===== config.mk =====
export PLATFORM = sky130hd
export DESIGN_NAME = line_fill_engine_flat
export DESIGN_NICKNAME = d
export VERILOG_FILES = /design/src/rtl/line_fill_engine_if.sv /design/src/rtl/line_fill_engine.sv /design/src/flat_wrapper.sv
export SDC_FILE = /design/constraint.sdc
export NUM_CORES = 1
export LEC_CHECK = 0
export CAP_MARGIN = 20
export CORE_MARGIN = 4
export CORE_UTILIZATION = 50
export CTS_BUF_LIST = sky130_fd_sc_hd__clkbuf_16
export DETAILED_ROUTE_END_ITERATION = 8
export PLACE_DENSITY = 0.88
export RECOVER_POWER = 50
export SYNTH_ARGS = -nofsm -noshare
export SYNTH_HDL_FRONTEND = slang
export SYNTH_SLANG_ARGS = --single-unit

===== constraint.sdc =====
create_clock -name clk -period 4.25 [get_ports clk]
set_input_delay 0.85 -clock clk [delete_from_list [all_inputs] [get_ports clk]]
set_output_delay 0.85 -clock clk [all_outputs]
set_load 0.02 [all_outputs]

===== src/rtl/line_fill_engine_if.sv =====
// rtl/line_fill_engine_if.sv - miss request, line response and memory port bundle for line_fill_engine
interface line_fill_engine_if #(
  parameter int AW = 5,
  parameter int DW = 32,
  parameter int LW = 4
);
  logic               req_valid;
  logic               req_ready;
  logic [AW-1:0]      req_addr;
  logic               req_wb;
  logic [AW-1:0]      req_wb_addr;
  logic [LW*DW-1:0]   req_wb_data;
  logic               resp_valid;
  logic               resp_ready;
  logic [LW*DW-1:0]   resp_data;
  logic [AW-1:0]      fetch_mem_raddr;
  logic               fetch_mem_ren;
  logic               fetch_mem_rready;
  logic [DW-1:0]      fetch_mem_rdata;
  logic               fetch_mem_rdata_valid;
  logic [AW-1:0]      fetch_mem_waddr;
  logic               fetch_mem_wen;
  logic               fetch_mem_wready;
  logic [DW-1:0]      fetch_mem_wdata;

  modport master (
    input  req_valid, req_addr, req_wb, req_wb_addr, req_wb_data, resp_ready,
    input  fetch_mem_rready, fetch_mem_rdata, fetch_mem_rdata_valid, fetch_mem_wready,
    output req_ready, resp_valid, resp_data,
    output fetch_mem_raddr, fetch_mem_ren, fetch_mem_waddr, fetch_mem_wen, fetch_mem_wdata
  );

  modport slave (
    output req_valid, req_addr, req_wb, req_wb_addr, req_wb_data, resp_ready,
    output fetch_mem_rready, fetch_mem_rdata, fetch_mem_rdata_valid, fetch_mem_wready,
    input  req_ready, resp_valid, resp_data,
    input  fetch_mem_raddr, fetch_mem_ren, fetch_mem_waddr, fetch_mem_wen, fetch_mem_wdata
  );
endinterface


===== src/rtl/line_fill_engine.sv =====
// rtl/line_fill_engine.sv - victim writeback then line refill engine for the fetch_mem port
// Optional LINE_FILL_CWF_EN: critical-word-first read order (wraps within the line).
module line_fill_engine #(
  parameter int mem_depth  = 32,
  parameter int data_width = 32,
  parameter int line_words = 4
) (
  input  logic              clk,
  input  logic              rst_n,
  line_fill_engine_if.master bus
);
  localparam int AW = $clog2(mem_depth);
  localparam int OW = $clog2(line_words);

  typedef enum logic [2:0] {S_IDLE, S_WB, S_RD, S_DRAIN, S_RESP} state_t;

  state_t                        r_state, w_next;
  logic [AW-1:0]                 r_base, r_wb_base;
  logic [OW-1:0]                 r_beat, r_pipe_idx;
  logic                          r_pipe_vld;
  logic [OW:0]                   r_cap_cnt;
  logic [line_words*data_width-1:0] r_wb_data, r_resp_data;
  logic [OW-1:0]                 w_start, w_rd_idx;
  logic                          w_req_hs, w_wr_hs, w_rd_hs, w_capture, w_last_beat, w_cap_done;

  assign w_req_hs    = bus.req_valid & bus.req_ready;
  assign w_wr_hs     = bus.fetch_mem_wen & bus.fetch_mem_wready;
  assign w_rd_hs     = bus.fetch_mem_ren & bus.fetch_mem_rready;
  assign w_capture   = bus.fetch_mem_rdata_valid & r_pipe_vld;
  assign w_last_beat = (r_beat == OW'(line_words - 1));
  assign w_cap_done  = ((r_cap_cnt + (OW+1)'(w_capture)) == (OW+1)'(line_words));
  assign w_rd_idx    = w_start + r_beat;

`ifdef LINE_FILL_CWF_EN
  logic [OW-1:0] r_start;
  always_ff @(posedge clk or negedge rst_n) begin
    if (!rst_n)
      r_start <= '0;
    else if (w_req_hs)
      r_start <= bus.req_addr[OW-1:0];
  end
  assign w_start = r_start;
`else
  assign w_start = '0;
`endif

  always_ff @(posedge clk or negedge rst_n) begin
    if (!rst_n)
      r_state <= S_IDLE;
    else
      r_state <= w_next;
  end

  always_comb begin
    w_next = r_state;
    case (r_state)
      S_IDLE:  if (w_req_hs) w_next = bus.req_wb ? S_WB : S_RD;
      S_WB:    if (w_wr_hs && w_last_beat) w_next = S_RD;
      S_RD:    if (w_rd_hs && w_last_beat) w_next = S_DRAIN;
      S_DRAIN: if (w_cap_done) w_next = S_RESP;
      S_RESP:  if (bus.resp_ready) w_next = S_IDLE;
      default: w_next = S_IDLE;
    endcase
  end

  always_comb begin
    bus.req_ready     = 1'b0;
    bus.resp_valid    = 1'b0;
    bus.fetch_mem_ren = 1'b0;
    bus.fetch_mem_wen = 1'b0;
    case (r_state)
      S_IDLE:  bus.req_ready     = 1'b1;
      S_WB:    bus.fetch_mem_wen = 1'b1;
      S_RD:    bus.fetch_mem_ren = 1'b1;
      S_RESP:  bus.resp_valid    = 1'b1;
      default: ;
    endcase
  end

  // One beat counter serves both phases; it wraps to 0 after the last writeback beat.
  always_ff @(posedge clk or negedge rst_n) begin
    if (!rst_n) begin
      r_base      <= '0;
      r_wb_base   <= '0;
      r_wb_data   <= '0;
      r_beat      <= '0;
      r_cap_cnt   <= '0;
      r_pipe_vld  <= 1'b0;
      r_pipe_idx  <= '0;
      r_resp_data <= '0;
    end else begin
      if (w_req_hs) begin
        r_base    <= bus.req_addr & ~AW'(line_words - 1);
        r_wb_base <= bus.req_wb_addr & ~AW'(line_words - 1);
        r_wb_data <= bus.req_wb_data;
        r_beat    <= '0;
        r_cap_cnt <= '0;
      end else begin
        if (w_wr_hs || w_rd_hs)
          r_beat <= r_beat + 1'b1;
        if (w_capture)
          r_cap_cnt <= r_cap_cnt + 1'b1;
      end
      r_pipe_vld <= w_rd_hs;
      if (w_rd_hs)
        r_pipe_idx <= w_rd_idx;
      if (w_capture)
        r_resp_data[r_pipe_idx*data_width +: data_width] <= bus.fetch_mem_rdata;
    end
  end

  assign bus.fetch_mem_raddr = r_base | AW'(w_rd_idx);
  assign bus.fetch_mem_waddr = r_wb_base | AW'(r_beat);
  assign bus.fetch_mem_wdata = r_wb_data[r_beat*data_width +: data_width];
  assign bus.resp_data       = r_resp_data;

endmodule

===== src/flat_wrapper.sv =====
// flat-port wrapper written by rule: the top's interface ports become plain ports
module line_fill_engine_flat 
#(
  parameter int mem_depth  = 32,
  parameter int data_width = 32,
  parameter int line_words = 4
)
  (clk, rst_n, bus_req_valid, bus_req_addr, bus_req_wb, bus_req_wb_addr, bus_req_wb_data, bus_resp_ready, bus_fetch_mem_rready, bus_fetch_mem_rdata, bus_fetch_mem_rdata_valid, bus_fetch_mem_wready, bus_req_ready, bus_resp_valid, bus_resp_data, bus_fetch_mem_raddr, bus_fetch_mem_ren, bus_fetch_mem_waddr, bus_fetch_mem_wen, bus_fetch_mem_wdata);
  line_fill_engine_if bus_i ();
  input  logic clk;
  input  logic rst_n;
  input wire logic [$bits(bus_i.req_valid)-1:0] bus_req_valid;
  input wire logic [$bits(bus_i.req_addr)-1:0] bus_req_addr;
  input wire logic [$bits(bus_i.req_wb)-1:0] bus_req_wb;
  input wire logic [$bits(bus_i.req_wb_addr)-1:0] bus_req_wb_addr;
  input wire logic [$bits(bus_i.req_wb_data)-1:0] bus_req_wb_data;
  input wire logic [$bits(bus_i.resp_ready)-1:0] bus_resp_ready;
  input wire logic [$bits(bus_i.fetch_mem_rready)-1:0] bus_fetch_mem_rready;
  input wire logic [$bits(bus_i.fetch_mem_rdata)-1:0] bus_fetch_mem_rdata;
  input wire logic [$bits(bus_i.fetch_mem_rdata_valid)-1:0] bus_fetch_mem_rdata_valid;
  input wire logic [$bits(bus_i.fetch_mem_wready)-1:0] bus_fetch_mem_wready;
  output wire logic [$bits(bus_i.req_ready)-1:0] bus_req_ready;
  output wire logic [$bits(bus_i.resp_valid)-1:0] bus_resp_valid;
  output wire logic [$bits(bus_i.resp_data)-1:0] bus_resp_data;
  output wire logic [$bits(bus_i.fetch_mem_raddr)-1:0] bus_fetch_mem_raddr;
  output wire logic [$bits(bus_i.fetch_mem_ren)-1:0] bus_fetch_mem_ren;
  output wire logic [$bits(bus_i.fetch_mem_waddr)-1:0] bus_fetch_mem_waddr;
  output wire logic [$bits(bus_i.fetch_mem_wen)-1:0] bus_fetch_mem_wen;
  output wire logic [$bits(bus_i.fetch_mem_wdata)-1:0] bus_fetch_mem_wdata;
  assign bus_i.req_valid = bus_req_valid;
  assign bus_i.req_addr = bus_req_addr;
  assign bus_i.req_wb = bus_req_wb;
  assign bus_i.req_wb_addr = bus_req_wb_addr;
  assign bus_i.req_wb_data = bus_req_wb_data;
  assign bus_i.resp_ready = bus_resp_ready;
  assign bus_i.fetch_mem_rready = bus_fetch_mem_rready;
  assign bus_i.fetch_mem_rdata = bus_fetch_mem_rdata;
  assign bus_i.fetch_mem_rdata_valid = bus_fetch_mem_rdata_valid;
  assign bus_i.fetch_mem_wready = bus_fetch_mem_wready;
  assign bus_req_ready = bus_i.req_ready;
  assign bus_resp_valid = bus_i.resp_valid;
  assign bus_resp_data = bus_i.resp_data;
  assign bus_fetch_mem_raddr = bus_i.fetch_mem_raddr;
  assign bus_fetch_mem_ren = bus_i.fetch_mem_ren;
  assign bus_fetch_mem_waddr = bus_i.fetch_mem_waddr;
  assign bus_fetch_mem_wen = bus_i.fetch_mem_wen;
  assign bus_fetch_mem_wdata = bus_i.fetch_mem_wdata;
  line_fill_engine #(.mem_depth(mem_depth), .data_width(data_width), .line_words(line_words)) u_core (.clk(clk), .rst_n(rst_n), .bus(bus_i));
endmodule

==> impl_results.rst <==
.. list-table::
   :header-rows: 1

   * - Metric
     - Value
   * - Final Max Slew Viols
     - 320
   * - Top flip-flop cell by instance count after synthesis
     - sky130_fd_sc_hd__dfrtp_1
   * - Sort of element at the start of the critical path
     - register
   * - MaxCap Viol Count
     - 6
   * - Category of the most critical setup path
     - register to output pin
   * - WP data required
     - 3.40 ns
   * - Share of the clock period used by the worst path
     - 0.8335
   * - Top routing layer in use
     - met5
   * - Final Cell Area
     - 0.01551 mm^2
   * - Area enclosed by the die boundary
     - 0.02468 mm^2
   * - Cell area after synthesis
     - 0.01111 mm^2
   * - Area fraction in compound gates after synthesis
     - 0.1082
   * - H-Tree Depth
     - 1
   * - FILL cells
     - 1421
   * - Cell Pwr Density
     - 728.6 mW/mm^2
   * - Final number of hold-violating endpoints
     - 0
   * - Clock Pin Slew Worst Setup and Hold Paths
     - 0.06 ns
   * - Multiplexer fraction of the synthesized cell area
     - 0.2015
   * - DRC Markers
     - 0
   * - Wire per inst
     - 23.20 um
   * - Routed met3 length
     - 2368 um
   * - First-pass DRT Iterations
     - 4
   * - Hold buffers post-CTS
     - 0
   * - TritonCTS Sinks
     - 273
   * - Max Freq
     - 282.3 MHz
   * - Vias in the first global route
     - 8524
   * - Maximum number of pins on one net before global-route repair
     - 98
   * - Routed met2 length
     - 15480 um
   * - Worst slew margin relative to its limit
     - -0.5454
   * - Max FO, Critical Path
     - 18
   * - Hold/Removal Path Class
     - input port to async pin
   * - Cell Rows
     - 54
   * - Core region area
     - 0.02182 mm^2
   * - Vias after detailed routing
     - 7748
   * - Fraction of synthesis flops using an asynchronous set or reset pin
     - 1.000
   * - Routed length on met1
     - 11400 um
   * - Synth Area per Inst
     - 16.13 um^2
   * - Static leakage power
     - 6.710 nW
   * - Clock Skews
     - 0.02196 ns
   * - Routability cong.
     - 0.8255
   * - Final setup fails
     - 0
   * - Post-CTS Setup Repair Bufs
     - 0
   * - Peak supply drop
     - 0.4514 mV
   * - IO Count
     - 352
   * - FF+latch count, synth
     - 273
   * - Iteration-0 DRC Markers
     - 424
   * - Number of buffers created by CTS
     - 28
   * - Post-synth EDFFs
     - 0
   * - Effective utilization at floorplan
     - 0.5092
   * - Number of antenna violations at the first check in global routing
     - 5
   * - Vias per std cell
     - 5.817
   * - Kind of capture point of the worst setup path
     - output pin
   * - Cell area after placement
     - 0.01472 mm^2
   * - Post-synthesis share of cell area spent on xor and xnor gates
     - 0.001576
   * - Pre-CTS worst setup slack
     - 1.216 ns
   * - Summed negative setup slack over all endpoints
     - 0 ns
   * - Area share of fa/ha/maj cells after synthesis
     - 0.009007
   * - Chip width
     - 157.1 um
   * - First-pass GRT wire length
     - 47850 um
   * - Number of instances in the synthesized netlist
     - 689
   * - Synth-to-layout area growth
     - 39.54%
   * - Net count after synthesis
     - 875
   * - Number of different library cells in the post-synthesis netlist
     - 44
   * - Unrepaired setup endpoints after global routing
     - no
   * - Quantity of gates resized following cts
     - 0
   * - Worst Max-Slew Pin Slew
     - 2.318 ns
   * - Share of post-route cells with drive strength above 1
     - 0.2076
   * - Port-buffer cells
     - 347
   * - Post-Synth Simple-Gate Area
     - 0.02713
   * - Worst setup slack after layout
     - 0.7074 ns
   * - Hold Worst Slack
     - 0.2175 ns
   * - Insertion delay of the later-clocked pin in the worst-skew pair
     - 0.54 ns
   * - Clock tree from TritonCTS
     - yes
   * - Final HPWL from detailed placement
     - 20970 um
   * - Failing checks
     - capacitance limit, slew limit
   * - Critical Path AT
     - 2.69 ns
   * - Detail Route Antenna Nets
     - 0
   * - Clock root buffer master
     - sky130_fd_sc_hd__clkbuf_16
   * - Yosys warnings
     - 0
   * - Combinational family with the most area after synthesis
     - multiplexers
   * - Maximum clock insertion buffer count
     - 3
   * - Total detailed-routing wirelength
     - 30910 um
   * - Number of nets in the layout
     - 1216
   * - Time the worst path needs with I/O delays and setup
     - 3.543 ns
   * - Vertical extent of the die
     - 157.1 um
   * - Status
     - complete, but fails checks
   * - Overflow after GRT
     - 0
   * - Seq/Total Area, Yosys
     - 0.6147
   * - Tot GR Track Use
     - 0.2468
==> sequential cells by signal, indices dropped and copies added, names as in the netlist <==
name,flops
u_core.r_wb_base,3
u_core.r_wb_data,128
u_core.r_pipe_idx,2
u_core.r_pipe_vld,1
u_core.bus.resp_data,128
u_core.r_cap_cnt,3
u_core.r_state,3
u_core.r_beat,2
u_core.r_base,3
==> kinds of logic (layout without fill, tap and decap cells) <==
| group | count (synthesis) | after routing |
|---|---|---|
| compound gates | 140 | 140 |
| mux | 167 | 167 |
| fa+ha+maj | 8 | 8 |
| flops | 273 | 273 |
| buf+inv | 56 | 417 |
| other cells | 0 | 2 |
| xor+xnor | 2 | 2 |
| simple gates | 43 | 43 |
==> cells in the final DEF (no fill, tap or decap), types with 3 or more instances in the layout <==
master	instances
sky130_fd_sc_hd__mux4_2	32
sky130_fd_sc_hd__o21ai_0	4
sky130_fd_sc_hd__clkdlybuf4s50_1	343
sky130_fd_sc_hd__dfrtp_1	271
sky130_fd_sc_hd__clkbuf_1	5
sky130_fd_sc_hd__clkinv_1	7
sky130_fd_sc_hd__clkbuf_16	28
sky130_fd_sc_hd__and3b_1	5
sky130_fd_sc_hd__inv_1	14
sky130_fd_sc_hd__dlygate4sd3_1	3
sky130_fd_sc_hd__ha_1	8
sky130_fd_sc_hd__buf_4	7
sky130_fd_sc_hd__nand2_1	11
sky130_fd_sc_hd__mux2_2	134
sky130_fd_sc_hd__nor3_1	3
sky130_fd_sc_hd__a22o_1	129
==> critical path, cell delays in order (launching register included) <==
cell and delay, ns:
sky130_fd_sc_hd__dfrtp_2 0.77, sky130_fd_sc_hd__buf_12 0.27, sky130_fd_sc_hd__mux4_2 0.52, sky130_fd_sc_hd__clkdlybuf4s50_1 0.58
==> routing by layer <==
metal / vias to the layer above / global-route usage
met5: - / 0
met4: 4 / 0.1188
met3: 94 / 0.05884
met2: 341 / 0.4117
met1: 3996 / 0.3055
li1: 3313 / -
==> worst paths after layout <==
| check | start | end | slack, ns | depth (start not counted) |
|---|---|---|---|---|
| setup / recovery | u_core.r_beat[0]$_DFFE_PN0P_ | bus_fetch_mem_wdata[0] | 0.71 | 3 |
| hold / removal | rst_n | u_core.r_wb_data[39]$_DFFE_PN0P_ | 0.22 | 1 |
| setup reg to reg | u_core.r_pipe_idx[0]$_DFFE_PN0P_ | u_core.bus.resp_data[70]$_DFFE_PN0P_ | 1.04 | 6 |
| hold reg to reg | u_core.r_wb_data[64]$_DFFE_PN0P_ | u_core.r_wb_data[64]$_DFFE_PN0P_ | 0.50 | 1 |
| max in group asynchronous | rst_n | u_core.bus.resp_data[32]$_DFFE_PN0P_ | 1.41 | 2 |
| min in group clk | u_core.r_wb_data[64]$_DFFE_PN0P_ | u_core.r_wb_data[64]$_DFFE_PN0P_ | 0.50 | 1 |
==> power breakdown <==
| part | total [mW] | leakage [nW] | internal, mW | switching (mW) |
|---|---|---|---|---|
| clock | 2.30 | 0.452 | 1.31 | 0.989 |
| sequential | 4.35 | 3.52 | 3.62 | 0.728 |
| combinational | 4.65 | 2.73 | 2.65 | 2.00 |
==> layout make-up <==
type | instances | area (um^2) | share of cell area
Antenna cell | 2 | 5.005 | 0.0003227
Clock buffer | 28 | 700.7 | 0.04518
Clock inverter | 22 | 153.9 | 0.009924
Inverter | 4 | 15.01 | 0.0009682
Multi-Input combinational cell | 360 | 3861 | 0.2490
Sequential cell | 273 | 6834 | 0.4407
Tap cell | 280 | 350.3 | 0.02259
Timing Repair Buffer | 363 | 3587 | 0.2313
==> cell usage after synthesis, types with 5 or more instances <==
library cell,count,share of area
sky130_fd_sc_hd__a22o_1,129,0.10
sky130_fd_sc_hd__and3b_1,5,0.0039
sky130_fd_sc_hd__buf_2,17,0.0077
sky130_fd_sc_hd__buf_4,6,0.0041
sky130_fd_sc_hd__clkbuf_1,11,0.0037
sky130_fd_sc_hd__clkbuf_8,11,0.014
sky130_fd_sc_hd__dfrtp_1,273,0.61
sky130_fd_sc_hd__ha_1,8,0.0090
sky130_fd_sc_hd__mux2_2,134,0.14
sky130_fd_sc_hd__mux4_2,32,0.065
sky130_fd_sc_hd__nand2_1,11,0.0037
==> per-stage QoR <==
| step | total power [mW] | util | instances |
|---|---|---|---|
| finish | 11.30 | 0.7106 | 1332 |
| global route | 11.87 | 0.7106 | 1332 |
| CTS | 11.43 | 0.7139 | 1330 |
| detailed placement | 9.061 | 0.6747 | 1280 |
| global placement | 8.878 | 0.6747 | 1280 |
| floorplan | 6.914 | - | 689 |
(Power assumes the default switching activity.)
